--- config.mk ---
export PLATFORM = sky130hd
export DESIGN_NAME = hazard_ctrl
export DESIGN_NICKNAME = d
export VERILOG_FILES = /design/src/rtl/hazard_ctrl_pkg.sv /design/src/rtl/hazard_ctrl_md_sequencer.sv /design/src/rtl/hazard_ctrl.sv
export SDC_FILE = /design/constraint.sdc
export NUM_CORES = 1
export LEC_CHECK = 0
export ABC_CLOCK_PERIOD_IN_PS = 5100
export CAP_MARGIN = 10
export CORE_UTILIZATION = 40
export CTS_CLUSTER_DIAMETER = 50
export DETAILED_ROUTE_END_ITERATION = 16
export PLACE_DENSITY = 0.92
export REMOVE_ABC_BUFFERS = 1
export SLEW_MARGIN = 25
export SYNTH_ARGS = -nofsm -noshare
export SYNTH_HDL_FRONTEND = slang
export SYNTH_HIERARCHICAL = 1
export SYNTH_SLANG_ARGS = --single-unit
--- constraint.sdc ---
create_clock -name clk -period 5.1 [get_ports clk]
set_clock_uncertainty 0.2 [all_clocks]
set_input_delay 1.02 -clock clk [delete_from_list [all_inputs] [get_ports clk]]
set_output_delay 1.02 -clock clk [all_outputs]
set_load 0.02 [all_outputs]
--- src/rtl/hazard_ctrl_pkg.sv ---
// Shared pipeline constants: operand-forward selects, mul/div sequencer states
// and the default iterative mul/div occupancy.
package hazard_ctrl_pkg;

   localparam int MD_CYCLES = 32;
   localparam int CNT_W     = 6;

   localparam logic [1:0] FWD_RF  = 2'b00;
   localparam logic [1:0] FWD_WB  = 2'b01;
   localparam logic [1:0] FWD_MEM = 2'b10;

   localparam logic [1:0] ST_IDLE = 2'b00;
   localparam logic [1:0] ST_BUSY = 2'b01;
   localparam logic [1:0] ST_DONE = 2'b10;

   // The younger producer (memory stage) wins; x0 is never forwarded.
   function automatic logic [1:0] fwd_select(input logic [4:0] rs,
                                             input logic [4:0] rd_m, input logic wr_m,
                                             input logic [4:0] rd_w, input logic wr_w);
      if (wr_m && (rd_m != 5'd0) && (rd_m == rs))
         return FWD_MEM;
      else if (wr_w && (rd_w != 5'd0) && (rd_w == rs))
         return FWD_WB;
      else
         return FWD_RF;
   endfunction

endpackage

--- src/rtl/hazard_ctrl_md_sequencer.sv ---
// Iterative mul/div sequencer: IDLE -> BUSY (down-counter) -> DONE -> IDLE,
// producing the launch pulse and the stall request for the hazard unit.
module md_sequencer
   import hazard_ctrl_pkg::*;
#(
   parameter int MD_CYCLES = hazard_ctrl_pkg::MD_CYCLES
) (
   input  logic clk,
   input  logic rst,
   input  logic md_req,
   output logic md_start,
   output logic md_busy,
   output logic md_stall
);

   logic [1:0]       state_reg, state_next;
   logic [CNT_W-1:0] cnt_reg, cnt_next;

   always_ff @(posedge clk or negedge rst) begin
      if (!rst) begin
         state_reg <= ST_IDLE;
         cnt_reg   <= '0;
      end else begin
         state_reg <= state_next;
         cnt_reg   <= cnt_next;
      end
   end

   always_comb begin
      state_next = state_reg;
      cnt_next   = cnt_reg;
      case (state_reg)
         ST_IDLE: begin
            if (md_req) begin
               state_next = ST_BUSY;
               cnt_next   = CNT_W'(MD_CYCLES - 1);
            end
         end
         ST_BUSY: begin
            if (cnt_reg == '0)
               state_next = ST_DONE;
            else
               cnt_next = cnt_reg - CNT_W'(1);
         end
         ST_DONE: state_next = ST_IDLE;
         default: state_next = ST_IDLE;
      endcase
   end

   // Gated by rst so a held request cannot launch or stall while in reset.
   assign md_start = rst && (state_reg == ST_IDLE) && md_req;
   assign md_busy  = (state_reg != ST_IDLE);
   assign md_stall = md_start || (rst && (state_reg == ST_BUSY));

endmodule

--- src/rtl/hazard_ctrl.sv ---
// Pipeline hazard unit: EX operand forwarding, load-use stall, branch flush
// and the multi-cycle mul/div stall driven by md_sequencer.
module hazard_ctrl
   import hazard_ctrl_pkg::*;
#(
   parameter int MD_CYCLES = hazard_ctrl_pkg::MD_CYCLES
) (
   input  logic       clk,
   input  logic       rst,
   input  logic [4:0] Rs1_D,
   input  logic [4:0] Rs2_D,
   input  logic [4:0] Rs1_E,
   input  logic [4:0] Rs2_E,
   input  logic [4:0] RD_E,
   input  logic [4:0] RD_M,
   input  logic [4:0] RD_W,
   input  logic       RegWriteM,
   input  logic       RegWriteW,
   input  logic       ResultSrcE,
   input  logic       PCSrcE,
   input  logic       MdReqE,
   output logic [1:0] ForwardA_E,
   output logic [1:0] ForwardB_E,
   output logic       StallF,
   output logic       StallD,
   output logic       StallE,
   output logic       FlushD,
   output logic       FlushE,
   output logic       FlushM,
   output logic       MdStart,
   output logic       MdBusy
);

   logic [4:0] rs_e     [2];
   logic [1:0] fwd_sel  [2];
   logic       md_stall;
   logic       load_use;
   logic       lu_stall;

   assign rs_e[0] = Rs1_E;
   assign rs_e[1] = Rs2_E;

   generate
      for (genvar gi = 0; gi < 2; gi++) begin : g_fwd
         assign fwd_sel[gi] = fwd_select(rs_e[gi], RD_M, RegWriteM, RD_W, RegWriteW);
      end
   endgenerate

   assign ForwardA_E = fwd_sel[0];
   assign ForwardB_E = fwd_sel[1];

   md_sequencer #(
      .MD_CYCLES (MD_CYCLES)
   ) u_md_seq (
      .clk      (clk),
      .rst      (rst),
      .md_req   (MdReqE),
      .md_start (MdStart),
      .md_busy  (MdBusy),
      .md_stall (md_stall)
   );

   assign load_use = ResultSrcE && (RD_E != 5'd0) && ((RD_E == Rs1_D) || (RD_E == Rs2_D));
   // A taken branch squashes the dependent instruction; a mul/div stall already holds it.
   assign lu_stall = load_use && !PCSrcE && !md_stall;

   assign StallF = lu_stall || md_stall;
   assign StallD = lu_stall || md_stall;
   assign StallE = md_stall;
   assign FlushD = PCSrcE;
   assign FlushE = PCSrcE || lu_stall;
   assign FlushM = md_stall;

endmodule

==> summary.md, run 1 <==
| Metric | Value |
|---|---|
| I/O Buffers | `53` |
| Diode count | `0` |
| Std-Cell Rows | `17` |
| Crit-path max cell delay | `640 ps` |
| Flop-to-flop setup slack | `3080 ps` |
| Slew Limit Fails | `0` |
| PostCTS Resize Cnt | `0` |
| Chip width | `50.1 um` |
| Most used cell, CP | `clkdlybuf4s50_1` |
| Register area share after synthesis | `0.216` |
| Synth Flop Type | `dfrtp_1` |
| Max-cap violation count | `0` |
| Initial drt markers | `20` |
| GP Congestion | `~0.85` |
| Critical path fanouts, max | `3` |
| Final WL | `2660 um` |
| Number of CTS-inserted buffers | `3` |
| Antenna viol nets, final | `0` |
| Starting Density | `0.423` |
| Synth Warn # | `6` |
| Share of cells above drive strength 1 | `0.0679` |
| #FFs+latches synth | `8` |
| Multi-input logic area | `678 sq um` |
| Root Driver | `clkbuf_4` |
| H-Tree Depth | `1` |
| Die ar. | `2510 sq um` |
| Worst VDD drop | `approximately 0.30 mV` |
| RSZ-0062 raised after global routing | `false` |
| Pleak | `0.565 nW` |
| Status | `completed` |
| CTS tree | `built` |
| Hold_buf cts | `0` |
| Register area | `200 sq um` |
| Synthesis-to-layout area growth | `60.6%` |
| Crit path max-delay family | `buffers and inverters` |
| Worst Setup End Kind | `primary output` |
| Vias in the first global route | `1009` |
| Count leader, synth | `xor2_1` |
| CP Buf/Inv Count | `2` |
| Grt ovf | `0` |
| Worst min-delay path category | `reg2reg` |
| Gate count of the mapped netlist | `110` |
| Post-CTS setup buffer count | `0` |
| Rel. slew slack | `0.654` |
| Clock sink count | `8` |
| Fin cells | `190` |
| Share of the synthesized area in the top cell type | `0.227` |
| Worst Path Required | `3880 ps` |
| DR pass1 iterations | `4` |
| FMAX | `roughly 0.23 GHz` |
| Critical Path, Cell by Cell | `clkdlybuf4s50_1 > or4_1 > o21ai_2 > nor4_1 > nor4_2 > clkdlybuf4s50_1` |
| Crit Path Class | `in2out` |
| Count of different cell masters after synthesis | `35` |
| EDFF count, synth | `0` |
| Slew @ Worst Pin | `512 ps` |
| Largest net degree at the start of global routing | `11` |
| Clock latency on the worst-skew pair | `260 ps` |
| Setup Viol. Count Final | `0` |
| Final Hold Fails | `0` |
| Synthesized cell area | `927 sq um` |
| Die H | `50.1 um` |
| Largest register FFs | `6` |
| Placed insts | `187` |
| Synth cell count leaders | `xor2_1, dfrtp_1, nor2_1, or4_1` |
| First-pass GRT wire length | `4390 um` |
| Final worst-path cycle share | `0.865` |
| Via count | `999` |
| Nets | `between 200 and 250` |
| Initial antenna violation count | `0` |
| Leading post-synthesis cells by cell area | `xor2_1, dfrtp_1, or4_1` |
| Slowest-stage cell, CP | `clkdlybuf4s50_1` |
| WP data arrival | `3190 ps` |
| Average routed wire per standard cell | `approximately 14 um` |
| Vias per cell | `about 5.3` |
| Clk slew on worst S/H paths | `about 60 ps` |
| Post-DP HPWL | `approximately 2300 um` |
| Fillcell total | `roughly 170` |
| Pwr Density | `284 nW/um^2` |
| Syn_area_per_cell | `8.43 sq um` |
| Yosys top cell by area | `xor2_1` |
| Clock Path Buffers | `2` |
| Clock period minus final worst setup slack | `4410 ps` |
| Total Neg Setup Slack | `0 ps` |
| Core area | `2190 sq um` |
| Top-level I/O count | `54` |
| DRC violations left | `0` |
| CP Launch Type | `input pin` |
| Total Routing Usage GR | `0.226` |
| Fraction of registers with async set/reset | `1.00` |
==> kinds of logic (layout without fill, tap and decap cells) <==
kind of cell | count (synthesis) | in the layout | share of synthesized area
xor gates and xnor gates | 30 | 30 | 0.283
adders and majority gates | 2 | 2 | 0.0270
AOI/OAI and AO/OA | 20 | 20 | 0.154
buffers and inverters | 10 | 62 | 0.0526
DFF | 8 | 8 | 0.216
and+or+nand+nor | 40 | 40 | 0.267
==> power breakdown <==
| group | switching (W) | internal [W] | total (W) |
|---|---|---|---|
| Clock | 0.0000236 | 0.0000271 | 0.0000506 |
| Combinational | 0.000118 | 0.000123 | 0.000242 |
| Sequential | 0.0000375 | 0.0000925 | 0.000130 |
| Total | 0.000179 | 0.000243 | 0.000422 |
==> path summary, 6_finish.rpt <==
path                       cells after the start               endpoint                start
setup / recovery                               6          ForwardB_E[0]              RD_M[1]
hold / removal                                 1    u_md_seq/cnt_reg[5]  u_md_seq/cnt_reg[4]
setup reg to reg                               5    u_md_seq/cnt_reg[0]  u_md_seq/cnt_reg[0]
hold reg to reg                                1    u_md_seq/cnt_reg[5]  u_md_seq/cnt_reg[4]
max in group asynchronous                      1  u_md_seq/state_reg[1]                  rst
min in group asynchronous                      1    u_md_seq/cnt_reg[3]                  rst
==> cell usage in the layout, fill, tap and decap left out, types with 4 or more instances in the layout <==
cell type / n
clkdlybuf4s50_1: 53
dfrtp_1: 8
inv_1: 6
nand3_1: 4
nor2_1: 7
nor4_1: 4
o21ai_0: 4
or4_1: 7
xnor2_1: 6
xor2_1: 24
==> through the flow <==
| stage | total power, W | worst slack (ps) | instance area [sq um] | hold slack, ps | util |
|---|---|---|---|---|---|
| 2_1_floorplan | 0.000270 | 1430 | 901 | 311 | - |
| 6_report | 0.000422 | 688 | 1490 | 364 | 0.680 |
| 3_3_place_gp | 0.000358 | 728 | 1470 | 340 | 0.669 |
| 4_1_cts | 0.000424 | 687 | 1490 | 358 | 0.680 |
| 5_1_grt | 0.000456 | 609 | 1490 | 392 | 0.680 |
| 3_5_place_dp | 0.000372 | 685 | 1470 | 351 | 0.669 |
==> worst register-to-register path, delay by kind of cell, from the launching register on <==
family                     cells  cell delay (ps)
AOI/OAI and AO/OA              1              270
DFF                            1              420
buffers and inverters          1              120
and+or+nand+nor                2              690
adders and majority gates      1              200
==> layer usage <==
metal	vias up	wire length (um)	GRT usage
li1	503	-	-
met5	-	0	0
met2	22	1410	0.407
met4	0	42	0.0952
met1	470	1070	0.262
met3	4	125	0.0333
==> final cells by class <==
class	count	area share
tap	28	0.0235
timing repair buffer	53	0.356
multi-input combinational	92	0.455
inverter	6	0.0151
sequential	8	0.134
clock buffer	3	0.0151
Power figures use the tool's default switching activity.
==> run 2: changes to the inputs <==
CTS_CLUSTER_DIAMETER = 80   (was 50)
==> results of run 2 <==
The final DEF is identical to that of run 1; final timing and power are the same.
